--- src/rtl/cobra_bus_pkg.sv ---
// Shared types and helpers for the Cobra1 bus responder and related bus masters.
// Holds the machine-cycle decode used by z80_bus_responder.
package cobra_bus_pkg;

  typedef enum logic [2:0] {
    NONE    = 3'd0,
    OPFETCH = 3'd1,
    MEM_RD  = 3'd2,
    MEM_WR  = 3'd3,
    IO_RD   = 3'd4,
    IO_WR   = 3'd5,
    INTACK  = 3'd6
  } cycle_t;

  typedef enum logic [1:0] {
    IDLE = 2'd0,
    REQ  = 2'd1,
    DONE = 2'd2
  } resp_state_t;

  localparam logic [7:0] DEFAULT_INT_VECTOR = 8'hFF;
  localparam logic [7:0] DEFAULT_OPEN_BUS   = 8'hFF;

  // Interrupt acknowledge wins over everything; a no-read, no-write cycle is idle.
  function automatic cycle_t decode_cycle(
    input logic m1_n,
    input logic iorq,
    input logic no_read,
    input logic write,
    input logic intcycle_n
  );
    cycle_t c;
    if (!intcycle_n) begin
      c = INTACK;
    end else if (no_read && !write) begin
      c = NONE;
    end else if (!m1_n) begin
      c = OPFETCH;
    end else if (iorq) begin
      c = write ? IO_WR : IO_RD;
    end else begin
      c = write ? MEM_WR : MEM_RD;
    end
    return c;
  endfunction

  function automatic logic needs_request(input cycle_t c);
    return (c != NONE) && (c != INTACK);
  endfunction

endpackage

--- src/rtl/z80_cycle_timeout.sv ---
// Loadable down-counter that saturates at zero and flags expiry.
// Load takes priority over decrement.
module z80_cycle_timeout #(
  parameter int WIDTH = 5
) (
  input  logic             clk,
  input  logic             reset,
  input  logic             load,
  input  logic [WIDTH-1:0] load_value,
  input  logic             enable,
  output logic             expired
);

  logic [WIDTH-1:0] count;

  always_ff @(posedge clk or posedge reset) begin
    if (reset) begin
      count <= {WIDTH{1'b0}};
    end else if (load) begin
      count <= load_value;
    end else if (enable && (count != {WIDTH{1'b0}})) begin
      count <= count - {{(WIDTH-1){1'b0}}, 1'b1};
    end
  end

  assign expired = (count == {WIDTH{1'b0}});

endmodule

--- src/rtl/z80_bus_responder.sv ---
// Bridges tv80_core machine cycles onto a request/acknowledge memory/IO port,
// stretching the CPU with wait_n until the port answers or times out.
module z80_bus_responder
  import cobra_bus_pkg::*;
#(
  parameter int         TIMEOUT_CYCLES = 16,
  parameter logic [7:0] INT_VECTOR     = DEFAULT_INT_VECTOR,
  parameter logic [7:0] OPEN_BUS       = DEFAULT_OPEN_BUS
) (
  input  logic        clk,
  input  logic        reset,
  input  logic        m1_n,
  input  logic        iorq,
  input  logic        no_read,
  input  logic        write,
  input  logic        rfsh_n,
  input  logic        intcycle_n,
  input  logic [2:0]  ts,
  input  logic [15:0] A,
  input  logic [7:0]  dout,
  output logic        wait_n,
  output logic [7:0]  di,
  output logic        xreq,
  output logic        xio,
  output logic        xwe,
  output logic [15:0] xaddr,
  output logic [7:0]  xwdata,
  input  logic        xack,
  input  logic [7:0]  xrdata,
  output logic        bus_err
);

  localparam int            CW      = $clog2(TIMEOUT_CYCLES + 1);
  localparam logic [CW-1:0] TO_LOAD = CW'(TIMEOUT_CYCLES - 1);

  resp_state_t state, state_next;
  cycle_t      cyc;
  logic        start;
  logic        tmr_load, tmr_en, tmr_expired;

  logic        wait_n_next, xreq_next, xio_next, xwe_next, bus_err_next;
  logic [7:0]  di_next, xwdata_next;
  logic [15:0] xaddr_next;

  z80_cycle_timeout #(.WIDTH(CW)) u_timeout (
    .clk        (clk),
    .reset      (reset),
    .load       (tmr_load),
    .load_value (TO_LOAD),
    .enable     (tmr_en),
    .expired    (tmr_expired)
  );

  assign start = (ts == 3'd1) && rfsh_n;

  always_ff @(posedge clk or posedge reset) begin
    if (reset) begin
      state <= IDLE;
    end else begin
      state <= state_next;
    end
  end

  // Next-state and next-output logic; xwe doubles as the read/write memory of the cycle.
  always_comb begin
    state_next   = state;
    wait_n_next  = wait_n;
    di_next      = di;
    xreq_next    = xreq;
    xio_next     = xio;
    xwe_next     = xwe;
    xaddr_next   = xaddr;
    xwdata_next  = xwdata;
    bus_err_next = bus_err;
    tmr_load     = 1'b0;
    tmr_en       = 1'b0;
    cyc          = decode_cycle(m1_n, iorq, no_read, write, intcycle_n);
    case (state)
      IDLE: begin
        if (start) begin
          if (cyc == INTACK) begin
            di_next    = INT_VECTOR;
            state_next = DONE;
          end else if (!needs_request(cyc)) begin
            state_next = DONE;
          end else begin
            xaddr_next  = A;
            xwdata_next = dout;
            xio_next    = (cyc == IO_RD) || (cyc == IO_WR);
            xwe_next    = (cyc == MEM_WR) || (cyc == IO_WR);
            xreq_next   = 1'b1;
            wait_n_next = 1'b0;
            tmr_load    = 1'b1;
            state_next  = REQ;
          end
        end else begin
          state_next = IDLE;
        end
      end
      REQ: begin
        if (xack) begin
          xreq_next   = 1'b0;
          wait_n_next = 1'b1;
          if (!xwe) begin
            di_next = xrdata;
          end else begin
            di_next = di;
          end
          state_next = DONE;
        end else if (tmr_expired) begin
          xreq_next    = 1'b0;
          wait_n_next  = 1'b1;
          bus_err_next = 1'b1;
          if (!xwe) begin
            di_next = OPEN_BUS;
          end else begin
            di_next = di;
          end
          state_next = DONE;
        end else begin
          tmr_en = 1'b1;
        end
      end
      DONE: begin
        if ((ts != 3'd1) && (ts != 3'd2) && (ts != 3'd3)) begin
          state_next = IDLE;
        end else begin
          state_next = DONE;
        end
      end
      default: begin
        state_next  = IDLE;
        xreq_next   = 1'b0;
        wait_n_next = 1'b1;
      end
    endcase
  end

  // Output registers.
  always_ff @(posedge clk or posedge reset) begin
    if (reset) begin
      wait_n  <= 1'b1;
      di      <= 8'h00;
      xreq    <= 1'b0;
      xio     <= 1'b0;
      xwe     <= 1'b0;
      xaddr   <= 16'h0000;
      xwdata  <= 8'h00;
      bus_err <= 1'b0;
    end else begin
      wait_n  <= wait_n_next;
      di      <= di_next;
      xreq    <= xreq_next;
      xio     <= xio_next;
      xwe     <= xwe_next;
      xaddr   <= xaddr_next;
      xwdata  <= xwdata_next;
      bus_err <= bus_err_next;
    end
  end

endmodule

--- config.mk ---
export PLATFORM = sky130hd
export DESIGN_NAME = z80_bus_responder
export DESIGN_NICKNAME = d
export VERILOG_FILES = /design/src/rtl/cobra_bus_pkg.sv /design/src/rtl/z80_cycle_timeout.sv /design/src/rtl/z80_bus_responder.sv
export SDC_FILE = /design/constraint.sdc
export NUM_CORES = 1
export LEC_CHECK = 0
export CAP_MARGIN = 25
export CORE_MARGIN = 2
export CORE_UTILIZATION = 35
export CTS_CLUSTER_DIAMETER = 50
export CTS_CLUSTER_SIZE = 12
export DETAILED_ROUTE_END_ITERATION = 6
export DONT_BUFFER_PORTS = 1
export PLACE_DENSITY = 0.54
export SKIP_LAST_GASP = 1
export SYNTH_ARGS = -nofsm -noshare
export SYNTH_HDL_FRONTEND = slang
export SYNTH_SLANG_ARGS = --single-unit
--- constraint.sdc ---
create_clock -name clk -period 1.5 [get_ports clk]
set_input_delay 0.15 -clock clk [delete_from_list [all_inputs] [get_ports clk]]
set_output_delay 0.15 -clock clk [all_outputs]
set_load 0.02 [all_outputs]
; Word level (Yosys, flattened, before mapping)
; Cells that the tools add are included.
[op_classes]
muxes = 41
addsub = 1
reduce_logical = 19
n_bitwise = 3
eq_ne = 18
[op_table]
columns = operator, count
row1 = 8-bit two-way mux, 6
row2 = 1-bit two-way mux, 19
row3 = 8-bit case mux with 2 select lines, 1
row4 = 2-bit two-way mux, 6
row5 = 3-bit two-way mux, 4
row6 = 3-bit inequality test (second input constant), 4
row7 = 5-bit two-way mux, 2
row8 = 3-bit equality test (second input constant), 3
row9 = 2-bit inequality test (second input constant), 4
row10 = 1-bit logical AND, 6
row11 = 3-bit by 2-bit inequality test with 1-bit output (second input constant), 2
row12 = 1-bit case mux with 3 select lines, 2
row13 = 2-bit case mux with 3 select lines, 1
row14 = 6-bit AND reduction, 1
row15 = 5-bit zero test, 1
row16 = 5-bit AND reduction, 1
row17 = 5-bit nonzero test, 1
row18 = 5-bit by 1-bit subtractor with 5-bit output (second input constant), 1
row19 = 4-bit AND reduction, 1
row20 = 2-bit nonzero test, 2
row21 = 3-bit by 1-bit equality test with 1-bit output (second input constant), 1
row22 = 3-bit by 2-bit equality test with 1-bit output (second input constant), 1
row23 = 3-bit by 1-bit inequality test with 1-bit output (second input constant), 1
row24 = 1-bit inverter, 3
row25 = other kinds (7), 8
[word_totals]
out_inout_bits = 37
word_cells = 92
input_bits = 44
ff_bits = 44

; Depth between registers and ports, before layout
; Gate-level depths: netlist of the first run.
[logic_depth]
depth_word = 12
mapped_depth = 7
depth_no_buf = 6

; Modules after synthesis
; A second synthesis of the first run with hierarchy kept.
[hier_totals]
cells_unflattened = 155
hier_area_um2 = 1919.3
[modules_own_cells]
columns = module, area_each_um2, seq_area_each_um2, cells_per_inst, n_inst
row1 = z80_bus_responder, 1616.6, 977.2, 122, 1
row2 = z80_cycle_timeout, 302.8, 125.1, 33, 1

; Worst setup path before layout of the first run
; OpenSTA, ideal clock, no wires.
[synth_timing]
path_kind = register to register
startpoint = register u_timeout.count[0]
endpoint = register u_timeout.count[3]
setup_time_ps = 140
path_stages_with_launch = 8
t_required_ps = 1360
path_slack_ps = -3
arrival_ps = 1363
synth_period_minus_slack_ps = 1503
n_path_buf = 1
path_cell_list = dfrtp_1 -> inv_1 -> ha_1 -> nor4b_4 -> nand2b_1 -> buf_4 -> o41ai_1 -> o211ai_1
[synth_between]
elab_chain_len = 6
word_cells_on_any_way = 10
classes_between = add/sub: 1 / mux: 5 / reduce/logical: 4
[synth_lines]
columns = item, line_no
row1 = from (decl), z80_cycle_timeout.sv:14  ; logic [WIDTH-1:0] count;
row2 = from (signal assigned), z80_cycle_timeout.sv:18  ; count <= {WIDTH{1'b0}};
row3 = from (signal assigned), z80_cycle_timeout.sv:20  ; count <= load_value;
row4 = from (signal assigned), z80_cycle_timeout.sv:22  ; count <= count - {{(WIDTH-1){1'b0}}, 1'b1};
row5 = branches (longest 6 deep; another with 5-bit by 1-bit subtractor with 5-bit output), --
; Several ways; the timed one is not identified. The select of a mux whose other input is x is not followed.
; A chain may end at the register's enable or synchronous reset.

; Final worst setup path of the first run
[layout_timing]
startpoint = register state[0]
endpoint = register u_timeout.count[2]
[layout_between]
elab_chain_len = 4
word_cells_on_any_way = 7
classes_between = eq/ne: 1 / mux: 3 / reduce/logical: 3
[layout_lines]
columns = item, line_no
row1 = from (decl), z80_bus_responder.sv:36  ; resp_state_t state, state_next;
row2 = from (signal assigned), z80_bus_responder.sv:60  ; state <= state_next;
row3 = 2-bit by 1-bit equality test with 1-bit output, z80_bus_responder.sv:78  ; case (state)
row4 = 1-bit two-way mux, z80_bus_responder.sv:78
row5 = 1-bit logical AND, z80_cycle_timeout.sv:21  ; end else if (enable && (count != {WIDTH{1'b0}})) begin
row6 = 2-bit nonzero test (no line), --
; Several ways; a longest one is shown, not always the timed one.

==> results.json, run 1 <==
{
  "clock_latency_ns": 0.29,
  "port_buffers": 0,
  "r2r-start": "state[0]",
  "grt_pass1_wl_um": 6370,
  "root_buffer": "clkbuf_8",
  "syn_nets": 172,
  "yosys_warnings": 0,
  "core.rowCount": 26,
  "grt-busiest-layer": "met2",
  "gp_congestion": 0.774,
  "critPathLaunch": "state[0]",
  "syn_area_sq_um": 1870,
  "period_share_pct": 106,
  "syn_to_final_growth_pct": 35.3,
  "power_density_nw_per_um2": 1370,
  "hp-start": "dout[6]",
  "grt.total_usage_pct": 13.8,
  "nets": 224,
  "synth_seq_cells": 44,
  "io_pins": 81,
  "antenna_left": 0,
  "hold_depth": 1,
  "viasPerCell": 4.90,
  "crit_path_start_kind": "register",
  "post_dp_cell_area_sq_um": 2060,
  "antenna_found_initial": 0,
  "max_freq_ghz": 0.631,
  "slew_headroom_pct": 54.7,
  "place_ws_ns": -0.0965,
  "met2_usage_pct": 23.9,
  "clock_skew_ns": 0.00336,
  "finalSetupViolCount": 30,
  "path_class": "reg -> reg",
  "grt_pass1_vias": 1329,
  "synthFlopType": "dfrtp_1",
  "clock_sinks": 44,
  "num_vias": 1221,
  "cts_buffers": 5,
  "cts_buffer_depth": 2,
  "synth_cells": 127,
  "die-area_sq_um": 5930,
  "synth.distinct_cells": 33,
  "finalHoldViolations": 0,
  "rsz0062_at_grt": "yes",
  "seq_area_frac_synth_pct": 59.0,
  "worstSetupEndpointType": "register",
  "num_antenna_cells": 0,
  "place_inst": 207,
  "synth_edf_count": 0,
  "period_minus_slack_ns": 1.59,
  "design_area_sq_um": 2520,
  "leakagePower_nw": 1.18,
  "dp_hpwl_um": 2720,
  "synth.top_cell.area_share_pct": 57.6,
  "worstRegToRegCells": 5,
  "htreeDepth": 2,
  "grt_start_max_net_pins": 32,
  "critPathArrivalTime_ns": 1.82,
  "drive_gt1_share_pct": 34.1,
  "hold_class": "in -> reg",
  "setup_slack_ns": -0.0852,
  "synth_area_per_cell_sq_um": 14.7,
  "initial_utilization_pct": 36.3,
  "cp.required_ns": 1.73,
  "synthTopCellsByCount": "43 x dfrtp_1, 20 x mux2_4, 11 x nand2_1",
  "dieWidth_um": 77.0,
  "worstPathMaxFanout": 6,
  "core-area_sq_um": 5140,
  "slew_viol_final": 0,
  "yosysMostFrequentCell": "dfrtp_1",
  "postRouteWirelength_um": 4140,
  "cap_violations": 0,
  "status": "complete, but fails checks",
  "wl_per_cell_um": 16.6,
  "yosysTopAreaCell": "dfrtp_1",
  "synthArstFlopShare_pct": 100,
  "drt_iter0_drc": 53,
  "worst_pin_slew_ns": 0.675,
  "grt-ovfl-total": 0,
  "final_cell_count_no_fill": 249,
  "clk_pin_slew_ns": 0.08,
  "nFillCells": 450,
  "use_met1_pct": 16.1,
  "grt_use_met3_pct": 4.12,
  "ir_drop_mv": 0.568,
  "synth_area_leaders": "dfrtp_1 58%, mux2_4 16%, o22a_1 3.8%",
  "r2r_slack_ns": -0.09,
  "cts_tree": "yes",
  "violations": "setup timing",
  "first_pass_iters": 4,
  "power.total_mw": 3.47,
  "route.detailed.drc": 0,
  "dieHeight_um": 77.0,
  "finalSetupTns_ns": -1.57
}
-- metal layers --
layer,share of wire (%),routed length (um),up-vias
met5,0,0,-
met4,1.4,58,0
met3,7.1,292,7
met2,52,2150,57
met1,39,1630,600
li1,-,-,557
-- layout make-up --
class                      count  area, sq um  share of cell area [%]
timing repair buffer          49          477                    18.9
tap                           70         87.6                    3.47
clock inverter                 2         12.5                   0.496
multi-input combinational     75          762                    30.2
sequential                    44         1100                    43.7
inverter                       4         15.0                   0.595
clock buffer                   5         68.8                    2.73
-- timing repair --
item / in CTS / in global routing
hold buffers: 29 / 3
endpoints found under the setup margin: 38 / 40
cloned: 0 / 0
pin swaps: 2 / 7
setup buffers: 1 / 2
resized for setup: 5 / 7
endpoints found under the hold margin: 45 / 3
-- power breakdown --
part	switching (mW)	total [mW]	internal, mW
logic	0.250	0.745	0.495
clock network	0.383	0.699	0.315
registers	0.543	2.03	1.48
total	1.18	3.47	2.29
-- worst max-delay path, cell delays in order, from the launching register on --
cell and delay [ns]:
dfrtp_1 0.44, nor3b_1 0.44, buf_4 0.20, nand2_1 0.07, or3_1 0.30, nand3_1 0.08
-- kinds of logic (layout without fill, tap and decap cells) --
| family | after synthesis | after routing | synth area share [%] |
|---|---|---|---|
| xor gates and xnor gates | 1 | 1 | 0.469 |
| AOI/OAI and AO/OA | 22 | 22 | 8.98 |
| DFF | 44 | 44 | 59.0 |
| adders and majority gates | 1 | 1 | 0.670 |
| muxes | 24 | 24 | 18.5 |
| buffers and inverters | 8 | 60 | 2.68 |
| and+or+nand+nor | 27 | 27 | 9.65 |
-- per-stage QoR --
stage / utilization, % / hold WS (ns)
after floorplan: - / 0.276
after global placement: 40.0 / 0.0671
after detailed placement: 40.0 / 0.0866
after CTS: 47.8 / 0.00141
after global routing: 49.1 / 0.000680
final: 49.1 / 0.00865
-- layout by cell type, fill, tap and decap left out, drive strengths merged, types with 2 or more instances in the layout --
master       netlist  final
dfrtp             43     43
dlygate4sd3        0     32
mux2              24     24
buf                4     17
nand2             11     11
o22a               8      8
clkbuf             0      5
o21ai              5      5
inv                4      3
nand3              2      2
nor2b              2      2
o211ai             2      2
nand2b             2      2
nand4              2      2
nor3b              2      2
clkinv             0      2
-- final timing paths --
| path | to |
|---|---|
| max | u_timeout.count[2] |
| min | xwdata[6] |
| max reg2reg | u_timeout.count[2] |
| min reg2reg | u_timeout.count[4] |
| max in group asynchronous | wait_n |
| min in group asynchronous | xaddr[0] |
-- state kept, by name (all words and copies together) (netlist names) --
name,cells
bus_err,1
di,8
state,2
u_timeout.count,5
wait_n,1
xaddr,16
xio,1
xreq,1
xwdata,8
xwe,1
No activity file was read; power rests on OpenSTA's default activity.
==> run 2, diff against run 1 <==
--- a/config.mk
+++ b/config.mk
@@ -5,6 +5,7 @@
 export SDC_FILE = /design/constraint.sdc
 export NUM_CORES = 1
 export LEC_CHECK = 0
+export ABC_AREA = 1
 export CAP_MARGIN = 25
 export CORE_MARGIN = 2
 export CORE_UTILIZATION = 35
@@ -12,7 +13,7 @@
 export CTS_CLUSTER_SIZE = 12
 export DETAILED_ROUTE_END_ITERATION = 6
 export DONT_BUFFER_PORTS = 1
-export PLACE_DENSITY = 0.54
+export PLACE_DENSITY = 0.52
 export SKIP_LAST_GASP = 1
 export SYNTH_ARGS = -nofsm -noshare
 export SYNTH_HDL_FRONTEND = slang
==> constraint.sdc (replaced) <==
create_clock -name clk -period 1.6 [get_ports clk]
set_input_delay 0.16 -clock clk [delete_from_list [all_inputs] [get_ports clk]]
set_output_delay 0.16 -clock clk [all_outputs]
set_load 0.02 [all_outputs]
==> run 2 against run 1 <==
Against the previous run: the run now ends clean; clock power rose by 30%; via count grew 35%; critical endpoint is now di[1]; critical path type unchanged; register-to-register slack better by 0.19 ns; utilization fell by 3.1 points; die area up 9.4%; highest routed layer unchanged; global-route usage up 1.3 points; cell area increased by 1.6%; maximum frequency grew 6.2%; hold slack improved by 0.042 ns.
==> results.json, run 2 <==
{
  "switching_power_mw": 1.29,
  "rsz0062_at_grt": "yes",
  "grt_pass1_vias": 1637,
  "synth_cells": 245,
  "initial_utilization_pct": 36.8,
  "layout_commonest_cell": "nand2_1",
  "synthArstFlopShare_pct": 100,
  "seq_area_frac_synth_pct": 53.7,
  "clock_skew_ns": 0.00856,
  "worstPathMaxFanout": 8,
  "max_freq_ghz": 0.670,
  "num_antenna_cells": 0,
  "grt-ovfl-total": 0,
  "p_clk_share_pct": 25.9,
  "drt_iter0_drc": 102,
  "core.rowCount": 27,
  "drive_gt1_share_pct": 16.3,
  "reg_top3": "xaddr (16), di (8), xwdata (8)",
  "dp_hpwl_um": 3000,
  "syn_to_final_growth_pct": 25.1,
  "path_cells": "inv_1, ha_1, inv_2, nor2_2, nand2_2, nand2_4, nand3_4, nor2_4, nand2_1, nand2_1",
  "nets": 326,
  "die-area_sq_um": 6490,
  "route.detailed.drc": 0,
  "grt.total_usage_pct": 15.1,
  "synth_edf_count": 0,
  "combPwrFrac_pct": 17.9,
  "antenna_found_initial": 0,
  "worstSetupEndpointType": "register",
  "largest_reg_flops": 16,
  "viasPerCell": 4.66,
  "place_inst": 318,
  "power.total_mw": 3.51,
  "num_vias": 1651,
  "cts_tree": "yes",
  "final_cell_mix": "108 x nand2_1, 43 x dfrtp_1, 25 x dlygate4sd3_1, 17 x inv_1, 14 x nor2_1",
  "core-area_sq_um": 5570,
  "synth_area_per_cell_sq_um": 8.38,
  "slowest_delay_ns": 0.38,
  "crit_top_cell": "nand2_1",
  "slew_headroom_pct": 62.2,
  "clk_pin_slew_ns": 0.08,
  "finalSetupViolCount": 0,
  "port_buffers": 0,
  "grt_start_max_net_pins": 45,
  "worst_pin_slew_ns": 0.567,
  "final_cell_count_no_fill": 354,
  "leakagePower_nw": 1.29,
  "io_pins": 81,
  "synth_area_leaders": "dfrtp_1 52%, nand2_1 20%, nand2_2 3.7%",
  "gp_congestion": 0.733,
  "dieWidth_um": 80.6,
  "syn_nets": 290,
  "root_buffer": "clkbuf_8",
  "clock_latency_ns": 0.30,
  "slew_viol_final": 0,
  "first_pass_iters": 5,
  "period_minus_slack_ns": 1.49,
  "ir_drop_mv": 0.654,
  "hold_class": "in -> reg",
  "power_frac_seq_pct": 56.2,
  "synth.top_cell.area_share_pct": 52.4,
  "synth_seq_cells": 44,
  "yosys_warnings": 0,
  "clock_sinks": 44,
  "crit_path_start_kind": "register",
  "dieHeight_um": 80.6,
  "htreeDepth": 2,
  "crit_path_top_delay_cell": "dfrtp_1",
  "power_density_nw_per_um2": 1370,
  "grt_pass1_wl_um": 7590,
  "finalHoldViolations": 0,
  "yosysMostFrequentCell": "nand2_1",
  "cts_buffer_depth": 2,
  "fin_util_pct": 46.0,
  "wl_per_cell_um": 13.1,
  "period_share_pct": 93.3,
  "path_class": "reg -> reg",
  "antenna_left": 0,
  "synthTopCellsByCount": "109 x nand2_1, 43 x dfrtp_1, 19 x inv_1",
  "design_area_sq_um": 2570,
  "post_dp_cell_area_sq_um": 2160,
  "cts_buffers": 5,
  "cap_violations": 0,
  "cp.required_ns": 1.83,
  "synth.distinct_cells": 27,
  "critPathArrivalTime_ns": 1.73,
  "syn_area_sq_um": 2050,
  "postRouteWirelength_um": 4650,
  "yosysTopAreaCell": "dfrtp_1",
  "status": "complete, no violations",
  "internal_power_mw": 2.21,
  "synthFlopType": "dfrtp_1",
  "swShare_pct": 36.8,
  "regMostFlops": "xaddr"
}
[run 2: cell types whose count changed in the layout (fill, tap and decap cells not counted), sizes merged, moves of 4 or more]
cell,change
o22a,-8
mux2,-24
nand3,+6
buf,-9
o21bai,+9
dlygate4sd3,-7
a21oi,+4
inv,+19
nand2,+111
nor2,+17
[run 2: worst max-delay path, delay by kind of cell, from the launching register on]
family	cells	cell delay (ns)
and+or+nand+nor	7	0.75
adders and majority gates	1	0.16
buffers and inverters	2	0.13
DFF	1	0.38
[run 2: what timing repair did]
action / in CTS / in global routing
hold buffers: 25 / 0
hold endpoints to repair: 67 / 0
resized for setup: 0 / 5
pin swaps: 2 / 2
endpoints found under the setup margin: 1 / 15
cloned: 0 / 1
buffers inserted: 2 / 0
[run 2: routing by layer]
| layer | GRT usage [%] | up-vias | share of wire, % |
|---|---|---|---|
| met4 | 4.41 | 0 | 0.82 |
| met3 | 6.29 | 4 | 9.7 |
| met5 | 0 | - | 0 |
| met1 | 18.8 | 759 | 43 |
| li1 | - | 824 | - |
| met2 | 23.9 | 64 | 46 |
[run 2: final timing paths]
kind                       slack (ns)                 end               start  cells past startpoint
min reg2reg                      0.51  u_timeout.count[0]  u_timeout.count[0]                      2
min in group asynchronous        0.47            xaddr[2]               reset                      3
max reg2reg                      0.11               di[1]  u_timeout.count[0]                     10
min                              0.05                 xwe          intcycle_n                      2
max in group asynchronous        0.74              wait_n               reset                      3
max                              0.11               di[1]  u_timeout.count[0]                     10
[run 2: logic make-up after synthesis]
kind of cell	count (synthesis)	share of synthesized area, %
adders and majority gates	1	0.610
buffers and inverters	28	6.16
and+or+nand+nor	150	32.3
DFF	44	53.7
AOI/OAI and AO/OA	22	7.26
[run 2: cell type report]
cell class	count	area (sq um)
clock inverter	2	38.8
tap	72	90.1
fill	540	3010
clock buffer	6	82.6
timing repair buffer	33	323
sequential	44	1100
multi-input combinational	174	843
inverter	23	86.3
[run 2: stage by stage]
step	worst slack (ns)	setup TNS, ns	hold slack [ns]
2_1_floorplan	0.165	0	0.271
3_3_place_gp	0.0461	0	0.231
3_5_place_dp	0.0293	0	0.225
4_1_cts	0.00251	0	0.0472
5_1_grt	-0.00863	-0.0153	0.0512
6_report	0.107	0	0.0511
[run 2: power by group through the flow]
stage               sequential (mW)  combinational, mW  clock (mW)
floorplan                      1.92              0.450           0
global placement               1.99              0.546           0
detailed placement             1.99              0.556           0
CTS                            1.98              0.610       0.936
global route                   2.02              0.737       0.985
finish                         1.97              0.627       0.907
